===== src/rtl/sha1_pkg.sv =====
// Shared SHA-1 definitions: padder FSM states, block geometry, padding byte
// and the initial chaining value used by the compression core.
package sha1_pkg;

    typedef enum logic [1:0] {
        S_FILL  = 2'd0,
        S_PAD   = 2'd1,
        S_EMIT  = 2'd2,
        S_EXTRA = 2'd3
    } state_t;

    localparam int SHA1_BLOCK_W = 512;
    localparam int SHA1_WORDS   = 16;
    localparam int SHA1_LEN_W   = 64;

    localparam logic [7:0] PAD_BYTE = 8'h80;

    // H0..H4, H0 in the most significant word.
    localparam logic [159:0] SHA1_IV = {
        32'h67452301, 32'hEFCDAB89, 32'h98BADCFE, 32'h10325476, 32'hC3D2E1F0
    };

endpackage


===== src/rtl/sha1_byte_mask.sv =====
// Per-word byte lane helper: keep-mask for the valid left-aligned bytes and
// the 0x80 terminator placed in the first unused lane (none for a full word).
module sha1_byte_mask
    import sha1_pkg::*;
(
    input  logic [2:0]  nbytes,
    output logic [31:0] keep,
    output logic [31:0] pad,
    output logic [2:0]  eff_nbytes,
    output logic        full
);

    // Counts above four cannot occur in a 32-bit word; treat them as full.
    assign eff_nbytes = (nbytes > 3'd4) ? 3'd4 : nbytes;
    assign full       = (eff_nbytes == 3'd4);

    genvar gi;
    for (gi = 0; gi < 4; gi++) begin : g_lane
        assign keep[31-8*gi -: 8] = (3'(gi) < eff_nbytes)  ? 8'hFF    : 8'h00;
        assign pad[31-8*gi -: 8]  = (3'(gi) == eff_nbytes) ? PAD_BYTE : 8'h00;
    end

endmodule


===== src/rtl/sha1_padder.sv =====
// SHA-1 message padder: packs 32-bit big-endian message words into 512-bit
// blocks, appends 0x80, zero fill and the 64-bit bit length, and presents
// each block with first/last flags on a valid/ready interface.
module sha1_padder
    import sha1_pkg::*;
#(
    parameter int LEN_W = SHA1_LEN_W
) (
    input  logic         clk,
    input  logic         rstn,
    input  logic [31:0]  msg_data,
    input  logic [2:0]   msg_nbytes,
    input  logic         msg_last,
    input  logic         msg_valid,
    output logic         msg_ready,
    output logic [511:0] blk_data,
    output logic         blk_first,
    output logic         blk_last,
    output logic         blk_valid,
    input  logic         blk_ready
);

    localparam logic [31:0] PAD_WORD = {PAD_BYTE, 24'h000000};

    state_t           state;
    logic [31:0]      blk_buf  [SHA1_WORDS];
    logic [31:0]      pad_fill [SHA1_WORDS];
    logic [3:0]       widx;
    logic [LEN_W-1:0] len;
    logic [2:0]       last_nb;
    logic             first_f;
    logic             last_f;
    logic             need80;
    logic             needlen;

    logic [2:0]       nb_sel;
    logic [2:0]       eff_nb;
    logic [31:0]      keep;
    logic [31:0]      pad;
    logic             word_full;
    logic [6:0]       pad_off;

    // While padding, the mask looks at the stored byte count of the final word.
    assign nb_sel = (state == S_PAD) ? last_nb : msg_nbytes;

    sha1_byte_mask u_mask (
        .nbytes     (nb_sel),
        .keep       (keep),
        .pad        (pad),
        .eff_nbytes (eff_nb),
        .full       (word_full)
    );

    // Byte offset just past the final message byte within the block (0..64).
    assign pad_off = {1'b0, widx, 2'b00} + {4'b0000, last_nb};

    genvar gi;
    for (gi = 0; gi < SHA1_WORDS; gi++) begin : g_pad
        // Padded contents of word gi: keep earlier words, terminate the last
        // word, put 0x80 in the next word if the last was full, zero the rest.
        always_comb begin
            if (4'(gi) < widx) begin
                pad_fill[gi] = blk_buf[gi];
            end else if (4'(gi) == widx) begin
                pad_fill[gi] = blk_buf[gi] | pad;
            end else if ((4'(gi) == widx + 4'd1) && word_full) begin
                pad_fill[gi] = PAD_WORD;
            end else begin
                pad_fill[gi] = 32'h0;
            end
        end
        assign blk_data[511-32*gi -: 32] = blk_buf[gi];
    end

    assign msg_ready = (state == S_FILL);
    assign blk_valid = (state == S_EMIT);
    assign blk_first = first_f;
    assign blk_last  = last_f;

    // Fill / pad / emit / length-only-block sequencer with the block buffer.
    always_ff @(posedge clk) begin
        if (!rstn) begin
            state   <= S_FILL;
            widx    <= 4'd0;
            len     <= '0;
            last_nb <= 3'd0;
            first_f <= 1'b1;
            last_f  <= 1'b0;
            need80  <= 1'b0;
            needlen <= 1'b0;
            for (int j = 0; j < SHA1_WORDS; j++) blk_buf[j] <= 32'h0;
        end else begin
            case (state)
                S_FILL: begin
                    if (msg_valid) begin
                        blk_buf[widx] <= msg_data & keep;
                        len           <= len + LEN_W'({eff_nb, 3'b000});
                        last_nb       <= eff_nb;
                        // A short word always ends the message.
                        if (msg_last || !word_full) begin
                            state <= S_PAD;
                        end else if (widx == 4'd15) begin
                            state  <= S_EMIT;
                            last_f <= 1'b0;
                            widx   <= 4'd0;
                        end else begin
                            widx <= widx + 4'd1;
                        end
                    end
                end
                S_PAD: begin
                    for (int j = 0; j < SHA1_WORDS; j++) blk_buf[j] <= pad_fill[j];
                    if (pad_off <= 7'd55) begin
                        blk_buf[14] <= len[63:32];
                        blk_buf[15] <= len[31:0];
                        last_f      <= 1'b1;
                    end else if (pad_off <= 7'd63) begin
                        needlen <= 1'b1;
                        last_f  <= 1'b0;
                    end else begin
                        need80  <= 1'b1;
                        needlen <= 1'b1;
                        last_f  <= 1'b0;
                    end
                    state <= S_EMIT;
                end
                S_EMIT: begin
                    if (blk_ready) begin
                        first_f <= 1'b0;
                        if (last_f) begin
                            len     <= '0;
                            first_f <= 1'b1;
                            widx    <= 4'd0;
                            state   <= S_FILL;
                        end else if (needlen) begin
                            state <= S_EXTRA;
                        end else begin
                            state <= S_FILL;
                        end
                    end
                end
                S_EXTRA: begin
                    for (int j = 0; j < SHA1_WORDS; j++) blk_buf[j] <= 32'h0;
                    blk_buf[0]  <= need80 ? PAD_WORD : 32'h0;
                    blk_buf[14] <= len[63:32];
                    blk_buf[15] <= len[31:0];
                    last_f      <= 1'b1;
                    need80      <= 1'b0;
                    needlen     <= 1'b0;
                    state       <= S_EMIT;
                end
                default: state <= S_FILL;
            endcase
        end
    end

endmodule


===== config.mk =====
export PLATFORM = sky130hd
export DESIGN_NAME = sha1_padder
export DESIGN_NICKNAME = d
export VERILOG_FILES = /design/src/rtl/sha1_pkg.sv /design/src/rtl/sha1_byte_mask.sv /design/src/rtl/sha1_padder.sv
export SDC_FILE = /design/constraint.sdc
export NUM_CORES = 1
export LEC_CHECK = 0
export BUFFER_PORTS_ARGS = -buffer_cell sky130_fd_sc_hd__buf_2
export CAP_MARGIN = 20
export CORE_MARGIN = 2
export CORE_UTILIZATION = 30
export CTS_CLUSTER_DIAMETER = 120
export CTS_CLUSTER_SIZE = 10
export DETAILED_ROUTE_END_ITERATION = 8
export PLACE_DENSITY_LB_ADDON = 0.15
export SLEW_MARGIN = 30
export SYNTH_ARGS = -nofsm -noshare
export SYNTH_HDL_FRONTEND = slang
export SYNTH_SLANG_ARGS = --single-unit

===== constraint.sdc =====
create_clock -name clk -period 5.1 [get_ports clk]
set_input_delay 0.765 -clock clk [delete_from_list [all_inputs] [get_ports clk]]
set_output_delay 0.765 -clock clk [all_outputs]
set_load 0.01 [all_outputs]

==> impl_metrics.yaml, run 1 <==
run_status:
  outcome: "complete, no violations"
critical_path:
  rrSetupSlack_ns: 1.19
  path_max_fanout: 22
  start_kind: "register"
  crit_arrival_ns: 4.44
  end_kind: "register"
  criticalPathCategory: "register to register"
  required_ns: 5.63
synthesis:
  ys_seq_elements: 586
  synth.top_cell.area_share_pct: 66.1
  synth_ff_type: "edfxtp_1"
  netlist_area_um2: 23300
  synthArstFlopShare_pct: 0
  synth_cell_type_count: 60
  synth_enable_flop_cells: 512
  synthTopCellsByArea: "edfxtp_1 (66%), nor2_1 (8.1%), dfxtp_1 (6.4%), o21ai_0 (3.2%), nand2_1 (2.5%)"
  ys_warn_count: 0
  synth_nets: 1976
  syn_avg_cell_area_um2: 12.1
  synth_largest_area_cell: "edfxtp_1"
  yosysSeqAreaShare_pct: 72.4
  synth_cells: 1925
die:
  num_rows: 102
  dieArea_um2: 79800
  die_w_um: 283
  fp.dieH_um: 283
  io_pins: 556
  floorplan.initialDensity_pct: 30.2
  coreArea_um2: 77100
placement:
  gp_congestion: 0.894
  dp_hpwl_um: 66800
  port-buffer-count: 555
worst_hold_path:
  hold_class: "register to register"
global_route:
  grt_use_met3_pct: 4.53
  grt_overflow_total: 0
  gr-usage-met2_pct: 38.6
  grt_usage_pct: 23.0
  grt_pass1_wl_um: 130000
  grt_pass1_vias: 17200
  grt_max_degree: 60
  antenna_found_initial: 7
  met1_usage_pct: 30.2
  busiest_layer: "met2"
sta:
  setup_viol: 0
  min_period_ns: 3.91
  worst_pin_slew_ns: 0.944
  relSlewSlack_pct: 36.9
  finalHoldViolations: 0
  hold_ws_ns: 0.486
  finalMaxSlewViolations: 0
  fmax_ghz: 0.256
  fin_skew_ns: 0.0298
  fin_setup_tns_ns: 0
  rsz0062_at_grt: "no"
  period_share_pct: 76.6
clock_tree:
  cts_tree: "yes"
  cts_setup_buffers: 0
  cts_buffer_depth: 3
  clk_latency_ns: 0.61
  hold_buffers: 0
  clock-sinks: 586
  clkTransAtPathRegs_ns: 0.06
  htree_levels: 3
  ctsResizeCount: 0
  numCtsBuffers: 68
  cts_root_buf: "clkbuf_16"
final_layout:
  drive_gt1_share_pct: 29.7
  antenna_cells: 0
  fin_nets: 2534
  mostFrequentLayoutCell: "buf_2"
  final_cell_mix: "buf_2 (555), edfxtp_1 (512), nor2_1 (498), o21ai_0 (146), nand2_1 (146)"
  nFillCells: 7606
  area_growth_pct: 26.8
  postLayoutCoreUtil_pct: 38.3
drt:
  vias: 17600
  drt_iter0_drc: 1689
  dr.pass1.iters: 5
  viasPerCell: 4.98
  wl_um: 94700
  ant_nets: 0
  wl_per_cell_um: 26.7
  route.detailed.drc: 0
power:
  powerDensity_nw_per_um2: 406
  vdd_ir_drop_max_v: 0.000213
  power_uw: 12000
  p_leak_uw: 0.0118
flow_run:
  drv_cap: 0
==> registers in the layout, indices dropped and copies added, names as in the netlist <==
name / cells
blk_buf: 512
len: 61
widx: 4
last_nb: 3
state: 2
blk_first: 1
blk_last: 1
need80: 1
needlen: 1
==> report_power, final <==
group	internal, uW	switching (uW)
registers	5680	170
logic	444	1270
clock network	2430	1980
==> area by class of cell <==
cell class | count | area [um^2] | share of cell area (%)
Sequential cell | 586 | 16900 | 57.1
Multi-Input combinational cell | 1183 | 6040 | 20.5
Timing Repair Buffer | 621 | 3350 | 11.3
Clock buffer | 82 | 1750 | 5.94
Tap cell | 1040 | 1300 | 4.41
Clock inverter | 7 | 123 | 0.416
Inverter | 23 | 86.3 | 0.293
==> stage by stage <==
step	instance area, um^2	worst slack [ns]	cells
2_1_floorplan	23300	0.198	1925
3_3_place_gp	27500	1.25	3448
3_5_place_dp	27600	1.13	3451
4_1_cts	29500	1.22	3540
5_1_grt	29500	0.974	3542
6_report	29500	1.19	3542
==> worst paths after layout <==
| kind | from | to | cells after the start |
|---|---|---|---|
| worst min-delay path | blk_first | blk_first | 1 |
| worst max-delay path | state[1] | len[63] | 13 |
| worst max register to register | state[1] | len[63] | 13 |
| worst min register to register | blk_first | blk_first | 1 |
==> cell usage after synthesis, drive strengths merged (2+ instances only) <==
cell	instances
edfxtp	512
nor2	500
nand2	156
o21ai	149
clkbuf	125
dfxtp	74
a21oi	55
nand3	51
xnor2	29
inv	22
nor3	21
nand4	20
xor2	19
o22ai	18
and3	13
nor2b	12
or3	12
a31oi	11
and2	10
ha	10
and4	9
nor4	9
buf	8
o21a	8
nand2b	7
o211ai	7
mux2i	6
o311ai	5
o31ai	5
a21o	4
nor3b	4
o31a	4
a211o	2
a211oi	2
a22oi	2
a32oi	2
mux2	2
nor4bb	2
o2111ai	2
o221ai	2
==> kinds of logic after synthesis <==
kind of cell / synth area share (%)
multiplexers: 0.355
AO/OA/AOI/OAI: 7.06
buffers and inverters: 2.53
flip-flops: 72.4
XOR/XNOR: 1.81
adder cells (fa/ha/maj): 0.624
AND/OR/NAND/NOR: 15.2
==> critical path: stages (launching register included) <==
cell      delay [ns]
dfxtp_1         0.31
buf_4           0.25
nand2b_1        0.36
a31oi_1         0.23
inv_1           0.09
ha_1            0.16
inv_1           0.06
fa_1            0.38
nor2b_1         0.24
o21ai_0         0.28
nor4_4          0.27
or4b_1          0.59
or4_1           0.44
a21oi_1         0.15
==> metal layers <==
layer / vias to the layer above / share of wire, %
li1: 7902 / -
met1: 8861 / 41
met2: 728 / 49
met3: 134 / 7.2
met4: 4 / 2.6
met5: - / 0.022
No activity file was read; power rests on OpenSTA's default activity.
==> run 2: changes to the inputs <==
- ABC_AREA: default -> 1
- clock period: 5.1 -> 3.6 ns (I/O delays scaled with it)
==> run 2 against run 1 <==
Combinational power grew 140%; utilization is 0.27 points lower; count of clock-buffer cells in the layout grew 7; critical endpoint is now len[19]; largest cell class unchanged; highest routed layer unchanged.
==> impl_metrics.yaml, run 2 <==
sta:
  relSlewSlack_pct: 45.9
  period_share_pct: 87.4
  setup_viol: 0
  fin_setup_tns_ns: 0
  rsz0062_at_grt: "no"
  fin_skew_ns: 0.0311
  fmax_ghz: 0.318
  finalMaxSlewViolations: 0
  min_period_ns: 3.14
  finalHoldViolations: 0
  worst_slack_ns: 0.455
  worst_pin_slew_ns: 0.809
die:
  fp.dieH_um: 291
  io_pins: 556
  dieArea_um2: 84800
  num_rows: 105
  coreArea_um2: 81800
  floorplan.initialDensity_pct: 30.2
  die_w_um: 291
synthesis:
  syn_avg_cell_area_um2: 10.5
  synth_enable_flop_cells: 512
  synth_largest_area_cell: "edfxtp_1"
  synthTopCellsByCount: "nor2_1 (597), edfxtp_1 (512), nand2_1 (323)"
  synthArstFlopShare_pct: 0
  synthTopCellsByArea: "edfxtp_1 (62%), nor2_1 (9.1%), dfxtp_1 (6.0%), nand2_1 (4.9%), o21ai_0 (3.4%)"
  yosysMostFrequentCell: "nor2_1"
  synth_ff_type: "edfxtp_1"
  synth.top_cell.area_share_pct: 62.2
  synth_cell_type_count: 47
  synth_nets: 2413
  netlist_area_um2: 24700
  ys_warn_count: 0
  synth_cells: 2362
  ys_seq_elements: 586
  yosysSeqAreaShare_pct: 68.2
clock_tree:
  htree_levels: 3
  clkTransAtPathRegs_ns: 0.06
  numCtsBuffers: 68
  clk_latency_ns: 0.63
  cts_root_buf: "clkbuf_16"
  clock-sinks: 586
  cts_tree: "yes"
  cts_buffer_depth: 3
worst_hold_path:
  min_from: "blk_ready"
  min_path_cells: 4
  hold_path_end: "state[1]"
  hold_class: "input pin to register"
final_layout:
  final_cell_mix: "nor2_1 (594), buf_2 (555), edfxtp_1 (512), nand2_1 (321), inv_1 (188)"
  antenna_cells: 0
  multi_input_area_um2: 6750
  largest_reg_flops: 512
  nFillCells: 8152
  area_growth_pct: 25.8
  top_regs: "blk_buf x512, len x61, widx x4"
  fin_nets: 3007
  largest_register: "blk_buf"
  mostFrequentLayoutCell: "nor2_1"
  regArea_um2: 16900
  drive_gt1_share_pct: 26.3
critical_path:
  path_max_fanout: 7
  crit_arrival_ns: 3.67
  end_kind: "register"
  regToRegEndpoint: "len[19]"
  timing.rr.start: "state[0]"
  criticalPathCategory: "register to register"
  rrSetupSlack_ns: 0.46
  required_ns: 4.12
  start_kind: "register"
  rr_worst_depth: 19
global_route:
  grt_max_degree: 35
  antenna_found_initial: 3
  grt_pass1_vias: 20000
  grt_pass1_wl_um: 150000
  grt_usage_pct: 24.5
  grt_overflow_total: 0
power:
  p_leak_uw: 0.0128
  powerDensity_nw_per_um2: 625
  vdd_ir_drop_max_v: 0.000338
placement:
  dp_slack_ns: 0.390
  dp_hpwl_um: 77600
  gp_congestion: 0.930
  port-buffer-count: 555
drt:
  route.detailed.drc: 0
  viasPerCell: 5.07
  wl_per_cell_um: 26.3
  dr.pass1.iters: 6
  drt_iter0_drc: 1888
  wl_um: 106000
  vias: 20600
  ant_nets: 0
flow_run:
  drv_cap: 0
run_status:
  outcome: "complete, no violations"
## run 2: how the worst max path moves through the flow
stage / startpoint / to / slack (ns) / depth (start not counted)
after floorplan: state[0] / blk_buf[2][0] / 0.05 / 8
after global placement: msg_nbytes[2] / len[19] / 0.41 / 19
after detailed placement: state[1] / len[19] / 0.39 / 19
after CTS: state[1] / len[19] / 0.36 / 19
after global routing: state[0] / len[19] / 0.05 / 19
final: state[0] / len[19] / 0.46 / 19
## run 2: kinds of logic after synthesis
group / count (synthesis) / share of synthesized area (%)
flops: 586 / 68.2
fa+ha+maj: 11 / 0.587
simple gates: 1119 / 18.9
buf+inv: 313 / 5.08
compound gates: 331 / 7.20
xor+xnor: 2 / 0.0708
## run 2: timing repair
action | in CTS | in global routing
resized for setup | 0 | 1
setup endpoints to repair | 0 | 1
setup buffers | 0 | 0
hold buffers | 0 | 0
## run 2: metrics by stage
| stage | utilization [%] | instances | hold slack, ns | power (uW) | cell area (um^2) |
|---|---|---|---|---|---|
| after global routing | 38.0 | 4052 | 0.287 | 20100 | 31100 |
| after detailed placement | 35.6 | 3955 | 0.463 | 13200 | 29100 |
| after global placement | 35.6 | 3954 | 0.455 | 13100 | 29100 |
| final | 38.0 | 4052 | 0.283 | 19400 | 31100 |
| after floorplan | - | 2362 | 0.441 | 10700 | 24700 |
| after CTS | 38.0 | 4051 | 0.270 | 19600 | 31100 |
## run 2: final cells by class
| cell class | count | share of cell area, % |
|---|---|---|
| sequential | 586 | 54.2 |
| multi-input combinational | 1463 | 21.7 |
| timing repair buffer | 640 | 11.2 |
| clock buffer | 89 | 5.79 |
| tap | 1070 | 4.30 |
| inverter | 197 | 2.38 |
| clock inverter | 7 | 0.422 |
## run 2: metal layers
layer / vias up / wire [um] / GRT usage, %
li1: 9193 / - / -
met1: 10200 / 42400 / 30.7
met2: 980 / 52400 / 42.0
met3: 149 / 8540 / 5.41
met4: 2 / 3000 / 7.77
met5: - / 13 / 0
## run 2: worst max-delay path, stage by stage, from the launching register on
cell	delay, ns
dfxtp_1	0.44
inv_2	0.05
nor2_2	0.13
nand2_1	0.13
nand2_4	0.15
nand2_2	0.13
inv_1	0.09
ha_1	0.19
inv_1	0.07
fa_1	0.44
o21ai_1	0.21
nand2_1	0.15
nor2_2	0.20
nand2_1	0.11
nor2_1	0.18
nand2_1	0.07
nand2_1	0.08
o21ai_0	0.09
o21ai_0	0.09
inv_1	0.05
## run 2: power breakdown
group | leakage, uW | switching, uW | internal [uW]
sequential | 0.00598 | 376 | 8450
combinational | 0.00587 | 3120 | 1050
clock | 0.000936 | 2850 | 3590
total | 0.0128 | 6350 | 13100
